File: config.mk
export PLATFORM = sky130hd
export DESIGN_NAME = array_select_arbiter
export DESIGN_NICKNAME = d
export VERILOG_FILES = /design/src/rtl/array_select_arbiter.sv
export SDC_FILE = /design/constraint.sdc
export NUM_CORES = 1
export LEC_CHECK = 0
export ABC_CLOCK_PERIOD_IN_PS = 2350
export BUFFER_PORTS_ARGS = -buffer_cell sky130_fd_sc_hd__buf_4
export CORE_AREA = 2 2 308 310
export CTS_BUF_LIST = sky130_fd_sc_hd__clkbuf_4 sky130_fd_sc_hd__clkbuf_8
export DETAILED_ROUTE_END_ITERATION = 8
export DIE_AREA = 0 0 310 312
export MAX_ROUTING_LAYER = met4
export PLACE_DENSITY = 0.4
export RECOVER_POWER = 100
export SLEW_MARGIN = 30
export SYNTH_ARGS = -nofsm -noshare
export SYNTH_HDL_FRONTEND = slang
export SYNTH_SLANG_ARGS = --single-unit
File: constraint.sdc
create_clock -name clk -period 2.35 [get_ports clk]
set_input_delay 0.47 -clock clk [delete_from_list [all_inputs] [get_ports clk]]
set_output_delay 0.47 -clock clk [all_outputs]
set_load 0.02 [all_outputs]
File: src/rtl/array_select_arbiter.sv
// rtl/array_select_arbiter.sv - two-source round-robin/forced arbiter feeding a one-entry array buffer
module array_select_arbiter #(
  parameter int BIT_WIDTH = 4,
  parameter int ROWS      = 8,
  parameter int COLS      = 8
) (
  input  logic                 clk,
  input  logic                 rst_n,
  input  logic                 a_valid,
  output logic                 a_ready,
  input  logic [BIT_WIDTH-1:0] a_data [ROWS-1:0][COLS-1:0],
  input  logic                 b_valid,
  output logic                 b_ready,
  input  logic [BIT_WIDTH-1:0] b_data [ROWS-1:0][COLS-1:0],
  input  logic                 force_en,
  input  logic                 force_sel,
  output logic                 out_valid,
  input  logic                 out_ready,
  output logic [BIT_WIDTH-1:0] out_data [ROWS-1:0][COLS-1:0],
  output logic                 out_src
);

  localparam logic GRANT_B = 1'b0;
  localparam logic GRANT_A = 1'b1;

  logic last_grant;
  logic can_accept;
  logic req_a;
  logic req_b;
  logic grant_a;
  logic grant_b;

  // A forced override removes the other source from contention entirely.
  assign req_a = a_valid && (!force_en || force_sel);
  assign req_b = b_valid && (!force_en || !force_sel);

  assign grant_a = req_a && (!req_b || (last_grant == GRANT_B));
  assign grant_b = req_b && !grant_a;

  assign can_accept = !out_valid || out_ready;

  // Readies are held low throughout reset, not just at the next edge.
  assign a_ready = rst_n && can_accept && grant_a;
  assign b_ready = rst_n && can_accept && grant_b;

  always_ff @(posedge clk or negedge rst_n) begin
    if (!rst_n) begin
      out_valid  <= 1'b0;
      out_src    <= 1'b0;
      last_grant <= GRANT_B;
      for (int r = 0; r < ROWS; r++) begin
        for (int c = 0; c < COLS; c++) begin
          out_data[r][c] <= '0;
        end
      end
    end else if (a_ready) begin
      out_data   <= a_data;
      out_src    <= 1'b1;
      out_valid  <= 1'b1;
      last_grant <= GRANT_A;
    end else if (b_ready) begin
      out_data   <= b_data;
      out_src    <= 1'b0;
      out_valid  <= 1'b1;
      last_grant <= GRANT_B;
    end else if (out_valid && out_ready) begin
      out_valid <= 1'b0;
    end
  end

endmodule

* Word level (Yosys, flattened, before mapping) *
Index checks and enable logic that the tools add are counted.

cells by class
  muxes and demuxes = 7
  bitwise operators = 1
  reductions and logical operators = 19

operator list
  kind                 count
  $mux W256            2
  $logic_and A1 B1 Y1  8
  $logic_not A1 Y1     5
  $mux W1              5
  $logic_or A1 B1 Y1   4
  $reduce_bool A3 Y1   1
  $reduce_bool A2 Y1   1
  $not A1 Y1           1

word-level totals
  register bits after elaboration = 258
  bits of input ports = 519
  output and inout bits = 260
  logic and storage cells = 93

* Depth between registers and ports, before layout *
Gate-level depths: netlist of the first run.

  word-level depth = 11
  gate-level depth with buffers = 7
  depth with buffers taken out = 4

* Worst setup path after synthesis of the first run *
OpenSTA, ideal clock, no wires.

  path type = input to output
  from = in force_en
  to = out b_ready
  data arrival time = 1.610 ns
  data required time = 1.880 ns
  slack = 0.270 ns
  cell stages on the path = 6
  buffers on the path = 3
  cell sequence = nand2_1 > buf_2 > buf_2 > clkbuf_1 > nand2_1 > a21oi_1

between the ends
  cells in the longest elaborated chain, start to end = 9
  elaborated cells on any way between the ends = 11
  those cells by class = reduce/logical (11)

ends and longest elaborated chain
  element                  line    RTL
  start, declared          15      input logic force_en,
  $logic_not A1 Y1 (*)     34, 35
  $logic_or A1 B1 Y1       35      assign req_b = b_valid && (!force_en || !force_sel);
  $logic_and A1 B1 Y1      35
  $logic_not A1 Y1         37      assign grant_a = req_a && (!req_b || (last_grant == GRANT_B));
  $logic_or A1 B1 Y1       37
  $logic_and A1 B1 Y1      37
  $logic_not A1 Y1         38      assign grant_b = req_b && !grant_a;
  $logic_and A1 B1 Y1 (*)  38
  $logic_and A1 B1 Y1 (*)  44      assign b_ready = rst_n && can_accept && grant_b;
  end, declared            13      output logic b_ready,

Mark *: on every way between the ends. The rest lies on a longest branch, timed or not.

* Worst setup path after layout of the first run *
  from = reg last_grant
  to = reg out_data[108] in the netlist's numbering

between the ends
  cells in the longest elaborated chain, start to end = 7
  elaborated cells on any way between the ends = 9
  those cells by class = mux (1); bitwise (1); reduce/logical (7)

ends and longest elaborated chain
  element                              line  RTL
  start, declared                      26    logic last_grant;
  start signal, assigned               50    last_grant <= GRANT_B;
  start signal, assigned               60    last_grant <= GRANT_A;
  start signal, assigned               65    last_grant <= GRANT_B;
  $not A1 Y1 (*)                       37
  $logic_or A1 B1 Y1 (*)               37
  $logic_and A1 B1 Y1 (*)              37
  $logic_not A1 Y1                     38
  $logic_and A1 B1 Y1                  38
  $logic_and A1 B1 Y1                  44
  $reduce_bool A2 Y1 (no source line)  -
  end signal, assigned                 57    out_data <= a_data;
  end signal, assigned                 62    out_data <= b_data;
  end, declared                        19    output logic [BIT_WIDTH-1:0] out_data [ROWS-1:0][COLS-1:0],

Marked as above.
A chain may end at the register's enable or synchronous reset.

==> results of run 1 <==
sequential cells by signal, indices dropped and copies added (netlist names):
name	cells
last_grant	1
out_valid	1
out_data	256
routing by layer:
layer,vias up,track usage,part of all wire
li1,8375,-,-
met1,9617,0.223,0.40
met2,931,0.308,0.49
met3,145,0.0443,0.081
met4,0,0.0562,0.030
met5,-,-,0
cells in the mapped netlist:
library cell	count	area, µm²
nand2_1	3	11.3
a211o_1	1	8.76
a31oi_1	256	1600
and2_1	2	12.5
a21o_1	3	22.5
nand2_2	1	6.26
buf_6	27	304
dfrtp_1	258	6460
nor2b_1	1	6.26
a21oi_1	1	5.00
nand4_1	256	1600
inv_1	1	3.75
buf_2	28	140
clkbuf_1	252	946
buf_1	7	26.3
o31ai_1	256	1920
a2111oi_0	256	2240
nand3_1	2	10.0
nand2b_1	1	6.26
worst min-delay path: cells and delay by family:
family / cells / cell delay, ps
buffers and inverters: 1 / 80
AOI/OAI and AO/OA: 2 / 160
cells in the final DEF, fill, tap and decap left out:
master         instances
dfrtp_1              258
a31oi_1              256
inv_4                  1
clkbuf_8              75
clkbuf_4              18
o31ai_1              256
clkbuf_2               6
clkinvlp_4             2
a21o_1                 2
nand2_4                2
a2111oi_0            255
buf_4                646
diode_2                4
buf_12                50
inv_6                  1
buf_6                  1
a21o_4                 1
nand4_1              256
buf_8                  1
a2111oi_1              1
nand2b_4               1
bufinv_16              1
and2_4                 2
clkbuf_1             248
nor2b_4                1
nand2_8                1
clkinv_2               7
a21oi_1                1
nand3_1                2
a211o_4                1
dlygate4sd3_1          1
nand2_1                1
metrics by stage:
| stage | total power [mW] | TNS (ps) |
|---|---|---|
| floorplan | 9.76 | 0 |
| global placement | 13.9 | -175 |
| detailed placement | 14.0 | -167 |
| CTS | 19.8 | 0 |
| global route | 19.6 | -16.4 |
| finish | 18.6 | 0 |
final timing paths:
| check | to | slack (ps) | cells past startpoint | start |
|---|---|---|---|---|
| worst min register to register | out_data[76]$_DFFE_PN0P_ | 550 | 2 | out_data[76]$_DFFE_PN0P_ |
| worst min-delay path | out_data[192]$_DFFE_PN0P_ | 100 | 3 | a_data[192] |
| min in group asynchronous | out_data[148]$_DFFE_PN0P_ | 870 | 3 | rst_n |
| worst max register to register | out_data[108]$_DFFE_PN0P_ | 60 | 6 | last_grant$_DFFE_PN0P_ |
| max in group asynchronous | out_data[212]$_DFFE_PN0P_ | 370 | 4 | rst_n |
| worst max-delay path | out_data[108]$_DFFE_PN0P_ | 60 | 6 | last_grant$_DFFE_PN0P_ |
what timing repair did:
item	4_1_cts	5_1_grt
hold buffers	1	0
pin swaps	2	0
endpoints found under the setup margin	2	2
setup buffers	4	0
hold endpoints to repair	52	0
gates resized for setup	3	1
power by group:
group / switching [mW] / internal (mW)
sequential: 0.783 / 5.55
clock: 2.39 / 3.21
combinational: 4.34 / 2.33
cell families after synthesis:
| group | after synthesis |
|---|---|
| compound gates | 773 |
| buf+inv | 315 |
| simple gates | 266 |
| flops | 258 |
area by class of cell:
type | instances | area [µm²] | share of cell area
diodes | 4 | 10.0 | 0.000423
clock inverters | 11 | 88.8 | 0.00375
well taps | 1254 | 1570 | 0.0663
multi-input cells | 1039 | 7520 | 0.318
repair buffers | 954 | 6860 | 0.290
clock buffers | 92 | 1160 | 0.0490
inverters | 1 | 6.26 | 0.000264
flip-flops and latches | 258 | 6460 | 0.273
==> impl_results.md, run 1 <==
- Status: complete, no violations
- Min Tclk post-route: 2290 ps
- Final cycle utilization of the critical path: 0.975
- Crit path capture type: register
- Mapped Nets: 2,131
- Clock latency on the worst-skew pair: 650 ps
- Initial antenna violation count: 5
- CP required: 2850 ps
- Final Hold Slack: 96.4 ps
- Pins Over Slew Limit: 0
- Area delta synth->final: 54.4%
- RSZ-0062 raised after global routing: yes
- Setup slack after layout: 57.7 ps
- Final ANT Viol Nets: 0
- Largest net degree at the start of global routing: 109
- Clk_skew: 10.8 ps
- FMAX: 436 MHz
- Max-cap violations: 0
- Gp weighted congestion: 0.848
- GRT Total Usage: 0.186
- Sequential element share of the synthesized area: 0.421
- DRT iter0 DRCs: 2,012
- First-pass GRT wire length: 134 mm
- Vias per cell: 5.28
- Vias: 19,100
- Critical Path Start Type: register
- Placed Area: 23,300 µm²
- Final wirelength: 92.7 mm
- # clock sinks: 258
- Min-Delay Path Class: in -> reg
- Mapped Cells: 1,612
- Initial core utilization: 0.165
- CP arrival: 2790 ps
- Largest family of logic cells by synthesized area: compound AO/OA/AOI/OAI gates
- Slew margin rel.: 0.206
- YS warnings: 0
- Vias in the first global route: 19,500
- Synth Area in Compound Gates: 0.378
- Post-DP HPWL: 64.6 mm
- DP Cell Count: 3,501
- IO Pins: 779
- Synth unique cells: 19
- Crit path cell chain: a21o_4 -> buf_4 -> buf_12 -> a2111oi_0 -> buf_4 -> a31oi_1
- Seq cells post-synth: 258
- PwrDens: 786 nW/µm²
- Worst-Margin Slew: 1190 ps
- Slowest CP cell: a2111oi_0
- FILL cells: 10,300
- GRT Residual Overflow: 0
- Fraction of synthesized cell area in xor and xnor cells: 0
- Port buffer count: 778
- Worst Path Buf+Inv: 3
- DR pass1 iterations: 6
- Critical Path Most Common Cell: buf_4
- Fin util: 0.254
- Peak supply drop: 0.000344 V
- Final setup violation count: 0
- Clock-pin slew on the worst setup and hold paths: 70 ps
- CTS tree: yes
- Die Span Y: 312 µm
- Root buf cell: clkbuf_8
- Number of levels in the clock H-tree: 2
- Longest Clk Path Bufs: 3
- Pleak: 8.82 nW
- Crit-path max cell delay: 820 ps
- Total CTS buffers: 56
- WL per Instance: 25.7 µm
- Critical path's top delay family: compound AO/OA/AOI/OAI gates
- # DRC: 0
- Synth Area in Simple Gates: 0.108
- Synth Area in Adders: 0
- Syn avg cell area: 9.51 µm²
- Share of cells above drive strength 1: 0.347
- WS Path Type: reg -> reg
- Die width: 310 µm
- Post-Synthesis Cell Area: 15,300 µm²
- Final Net Count: 2,829
- Post-route insts no fill: 3,613
- Worst slack, placed: -97.1 ps
- Final hold viol count: 0
- Die area: 96,700 µm²
- Core Box Area: 93,000 µm²
- Row count: 112
- Peak fanout along the critical path: 80
- Mux contribution to synthesized area: 0
- Design area: 23,700 µm²
No activity file was read; power rests on OpenSTA's default activity.
==> run 2, diff against run 1 <==
- ABC_CLOCK_PERIOD_IN_PS: 2350 -> 2700
- clock period: 2.35 -> 2.7 ns (I/O delays scaled with it)
==> impl_results.md, run 2 (same netlist as run 1, synthesis figures left out) <==
- Post_cts resized: 0
- Post-DP HPWL: 59.1 mm
- Setup Buffers After CTS: 0
- Crit path capture type: output pin
- Initial core utilization: 0.165
- First-pass GRT wire length: 128 mm
- Final setup violation count: 0
- Gp weighted congestion: 0.837
- DRT iter0 DRCs: 2,252
- Row count: 112
- Core Box Area: 93,000 µm²
- Reg with most FFs: out_data
- Initial antenna violation count: 7
- DR pass1 iterations: 5
- GRT Total Usage: 0.176
- Commonest cells after routing, fill and taps aside: 584 x buf_4, 262 x clkbuf_1, 258 x dfrtp_1
- Peak supply drop: 0.000264 V
- Final ANT Viol Nets: 0
- Peak fanout along the critical path: 30
- CP arrival: 2010 ps
- R2R Setup Slk: 180 ps
- FMAX: 392 MHz
- RSZ-0062 raised after global routing: no
- GRT Residual Overflow: 0
- Slew margin rel.: 0.121
- Clk_skew: 28.2 ps
- IO Pins: 779
- PwrDens: 690 nW/µm²
- WS Path Type: reg -> out
- Die area: 96,700 µm²
- Final wirelength: 88.6 mm
- Pins Over Slew Limit: 0
- Min Tclk post-route: 2550 ps
- Critical Path Start Type: register
- Largest register FFs: 256
- Pleak: 8.30 nW
- Largest net degree at the start of global routing: 141
- Vias per cell: 5.28
- Min-Delay Path Class: in -> reg
- Port buffer count: 778
- Area delta synth->final: 48.5%
- Vias in the first global route: 19,200
- Final cycle utilization of the critical path: 0.945
- Die width: 310 µm
- Root buf cell: clkbuf_8
- Clock-pin slew on the worst setup and hold paths: 60 ps
- Setup TNS: 0 ps
- # DRC: 0
- Vias: 18,700
- CTS tree: yes
- # clock sinks: 258
- Max-cap violations: 0
- Largest regs: out_data (256), last_grant (1), out_valid (1)
- Commonest non-fill, non-tap cell in the layout: buf_4
- WL per Instance: 25.0 µm
- Die Span Y: 312 µm
- Status: complete, no violations
- Total CTS buffers: 54
- Final hold viol count: 0
- Clock latency on the worst-skew pair: 650 ps
- Final Hold Slack: 165 ps
- Hold Buf Count CTS: 1
- Worst-Margin Slew: 1320 ps
- Number of levels in the clock H-tree: 2
- Longest Clk Path Bufs: 3
- CP required: 2160 ps
- Final Net Count: 2,758
- Share of cells above drive strength 1: 0.319
- FILL cells: 10,400
==> run 2: changes by cell type in the layout (fill, tap and decap cells not counted), sizes merged <==
cell	before	now
inv	2	3
clkbuf	347	356
clkinvlp	2	0
bufinv	1	0
clkinv	7	6
buf	698	616
diode	4	7
==> run 2: through the flow <==
step	setup WS [ps]	instance area, µm²	utilization	std cells	power, mW
6_report	149	22800	0.245	3540	15.7
5_1_grt	13.1	22800	0.245	3539	16.5
4_1_cts	63.9	23800	0.256	3532	16.8
3_5_place_dp	136	22600	0.243	3435	12.0
3_3_place_gp	276	22600	0.243	3435	11.9
2_1_floorplan	480	15300	-	1612	8.49
==> run 2: cell type report <==
cell class                      count  area, µm²  area share
Timing Repair Buffer              885       6040       0.265
Multi-Input combinational cell   1039       7520       0.330
Antenna cell                        7       17.5    0.000769
Inverter                            1       3.75    0.000165
Sequential cell                   258       6460       0.284
Clock inverter                      8       50.0     0.00220
Clock buffer                       88       1120      0.0491
Tap cell                         1254       1570      0.0689
==> run 2: path summary, 6_finish.rpt <==
check,depth (start not counted),to,startpoint
hold / removal,3,out_data[195]$_DFFE_PN0P_,b_data[195]
min in group asynchronous,2,out_data[50]$_DFFE_PN0P_,rst_n
max in group asynchronous,4,out_data[41]$_DFFE_PN0P_,rst_n
hold reg to reg,2,out_data[188]$_DFFE_PN0P_,out_data[188]$_DFFE_PN0P_
setup reg to reg,5,out_data[64]$_DFFE_PN0P_,out_valid$_DFFE_PN0P_
setup / recovery,5,b_ready,last_grant$_DFFE_PN0P_
==> run 2: metal layers <==
layer / global-route usage / wire length (µm) / share of wire / up-vias
met5: - / 0 / 0 / -
met4: 0.0601 / 3190 / 0.036 / 0
met3: 0.0443 / 7280 / 0.082 / 152
met2: 0.289 / 42800 / 0.48 / 946
met1: 0.207 / 35300 / 0.40 / 9388
li1: - / - / - / 8211
==> run 2: critical path: stages, from the launching register on <==
cell and delay, ps:
dfrtp_1 410, a21o_4 190, buf_12 190, nand2_1 70, a21oi_1 290, clkbuf_2 230
==> run 2: report_power, final <==
part | total, mW | internal (mW) | switching [mW]
Sequential | 5.51 | 4.83 | 0.678
Clock | 4.64 | 2.60 | 2.03
Combinational | 5.56 | 1.85 | 3.71
Total | 15.7 | 9.28 | 6.42
==> run 3, diff against run 2 <==
- ABC_AREA: default -> 1
- CAP_MARGIN: default -> 20
- CORE_AREA: 2 2 308 310 -> 2 2 301 303
- DIE_AREA: 0 0 310 312 -> 0 0 303 305
- PLACE_DENSITY: 0.4 -> 0.44
==> impl_results.md, run 3 <==
- Port buffer count: 778
- Crit path capture type: output pin
- Clk_skew: 38.3 ps
- Sequential element share of the synthesized area: 0.375
- Number of levels in the clock H-tree: 2
- Share of cells above drive strength 1: 0.212
- Worst-Margin Slew: 1210 ps
- Final Net Count: 3,760
- Peak supply drop: 0.000289 V
- Post-synth top area share: 0.375
- Area delta synth->final: 43.1%
- Largest register FFs: 256
- Critical Path Start Type: register
- Vias in the first global route: 18,700
- Top cell type by total area after synthesis: dfrtp_1
- Status: finished, violations left
- Crit-path max cell delay: 410 ps
- Synth top area cells: dfrtp_1 37%, nand2_1 17%, inv_1 11%
- Post-DP HPWL: 59.5 mm
- Final wirelength: 83.6 mm
- Final ANT Viol Nets: 0
- Gp weighted congestion: 0.877
- Fin util: 0.276
- RSZ-0062 raised after global routing: no
- Grt met2 use: 0.295
- Most instantiated cells after synthesis: 773 x nand2_1, 517 x inv_1, 260 x nand3_1, 258 x dfrtp_1
- GR peak layer: met2
- IO Pins: 779
- Pins Over Slew Limit: 0
- Vias per cell: 4.31
- Violated checks: DRC
- Design area: 24,700 µm²
- Final setup violation count: 0
- Mapped Nets: 3,070
- # clock sinks: 258
- Initial core utilization: 0.193
- Placed Area: 24,500 µm²
- Critical path's top delay family: buffers and inverters
- GR Layer Usage met1: 0.223
- Root buf cell: clkbuf_8
- Final cycle utilization of the critical path: 0.948
- Mapped Cells: 2,551
- FMAX: 391 MHz
- Largest net degree at the start of global routing: 126
- Synth unique cells: 14
- CTS tree: yes
- CP required: 2160 ps
- Largest regs: out_data (256), last_grant (1), out_valid (1)
- Async S/R FF share, synth: 1.00
- Row count: 110
- Reg with most FFs: out_data
- GR Util met3: 0.0281
- Slew margin rel.: 0.190
- Clock-pin slew on the worst setup and hold paths: 60 ps
- GRT Residual Overflow: 0
- Syn avg cell area: 6.75 µm²
- Die area: 92,400 µm²
- Crit path cell chain: nand3_4 -> buf_16 -> nand2_1 -> nand3_1 -> inv_1 -> clkbuf_2
- Final hold viol count: 0
- First-pass GRT wire length: 122 mm
- CP arrival: 2020 ps
- PwrDens: 658 nW/µm²
- Die width: 303 µm
- Commonest register cell after synthesis: dfrtp_1
- DRT iter0 DRCs: 1,501
- WL per Instance: 18.8 µm
- Clock latency on the worst-skew pair: 660 ps
- Seq cells post-synth: 258
- Post-Synthesis Cell Area: 17,200 µm²
- Commonest cells after routing, fill and taps aside: 773 x nand2_1, 559 x buf_4, 517 x inv_1, 262 x clkbuf_1, 258 x nand3_1
- Min Tclk post-route: 2560 ps
- WS Path Type: reg -> out
- Setup TNS: 0 ps
- DR pass1 iterations: 9
- Max-cap violations: 0
- Power, Total: 16.2 mW
- Commonest non-fill, non-tap cell in the layout: nand2_1
- Vias: 19,200
- Worst Path Buf+Inv: 3
- Initial antenna violation count: 5
- GRT Total Usage: 0.179
- Total CTS buffers: 56
- Slowest CP cell: dfrtp_2
- YS warnings: 0
- Pleak: 13.8 nW
- Peak fanout along the critical path: 27
- Most common cell in the netlist: nand2_1
- Post-synth EDFFs: 0
- Min-Delay Path Class: in -> reg
- # DRC: 33
- Longest Clk Path Bufs: 3
- Die Span Y: 305 µm
- Core Box Area: 89,300 µm²
-- run 3: cell count changes after synthesis, sizes merged, moves of 105 or more --
cell     delta
a2111oi   -256
nand3b    +256
a31oi     -256
o31ai     -256
nand3     +258
nand2     +770
clkbuf    -192
buf       +105
inv       +516
-- run 3: report_power, final --
| part | internal (mW) | leakage, nW | switching [mW] |
|---|---|---|---|
| Clock | 2.51 | 0.606 | 2.03 |
| Combinational | 2.15 | 10.2 | 4.17 |
| Sequential | 4.86 | 2.96 | 0.494 |
| Total | 9.52 | 13.8 | 6.69 |
-- run 3: through the flow --
stage                     cells  worst slack, ps  hold slack (ps)
after floorplan            2551              672              244
after global placement     4356              155              531
after detailed placement   4356              138              529
after CTS                  4452             37.8              117
after global routing       4456             15.7              168
final                      4456              139              206
-- run 3: layer usage --
metal  vias up  wire length, µm
met4         0             2630
li1       9390                -
met5         -                0
met2       576            41000
met3       145             4680
met1      9076            35200
-- run 3: final timing paths --
| check | slack, ps | from | depth (start not counted) | end |
|---|---|---|---|---|
| max in group asynchronous | 400 | rst_n | 4 | last_grant$_DFFE_PN0P_ |
| setup reg to reg | 320 | out_valid$_DFFE_PN0P_ | 9 | out_data[103]$_DFFE_PN0P_ |
| hold / removal | 210 | a_data[35] | 5 | out_data[35]$_DFFE_PN0P_ |
| hold reg to reg | 550 | out_data[10]$_DFFE_PN0P_ | 3 | out_data[10]$_DFFE_PN0P_ |
| setup / recovery | 140 | last_grant$_DFFE_PN0P_ | 6 | b_ready |
| min in group asynchronous | 850 | rst_n | 3 | out_data[182]$_DFFE_PN0P_ |
-- run 3: logic make-up after synthesis --
kind of cell,after synthesis,synth area share
simple gates,1547,0.449
flops,258,0.375
compound gates,2,0.000944
buf+inv,744,0.175
-- run 3: worst register-to-register path: cells and delay by family, from the launching register on --
family | cells | cell delay, ps
flops | 1 | 410
buf+inv | 4 | 1290
simple gates | 4 | 340
compound gates | 1 | 260
-- run 3: what timing repair did --
action / in CTS / in global routing
resized for setup: 2 / 0
setup buffers: 1 / 0
endpoints found under the setup margin: 1 / 0
hold buffers: 1 / 0
hold endpoints to repair: 14 / 0
-- run 3: final cells by class --
type | instances | area (µm²)
Sequential cell | 258 | 6460
Clock buffer | 82 | 1030
Timing Repair Buffer | 859 | 5850
Inverter | 517 | 1940
Multi-Input combinational cell | 1549 | 7800
Antenna cell | 4 | 10.0
Clock inverter | 11 | 92.6
Tap cell | 1176 | 1470
Fill cell | 10200 | 64700
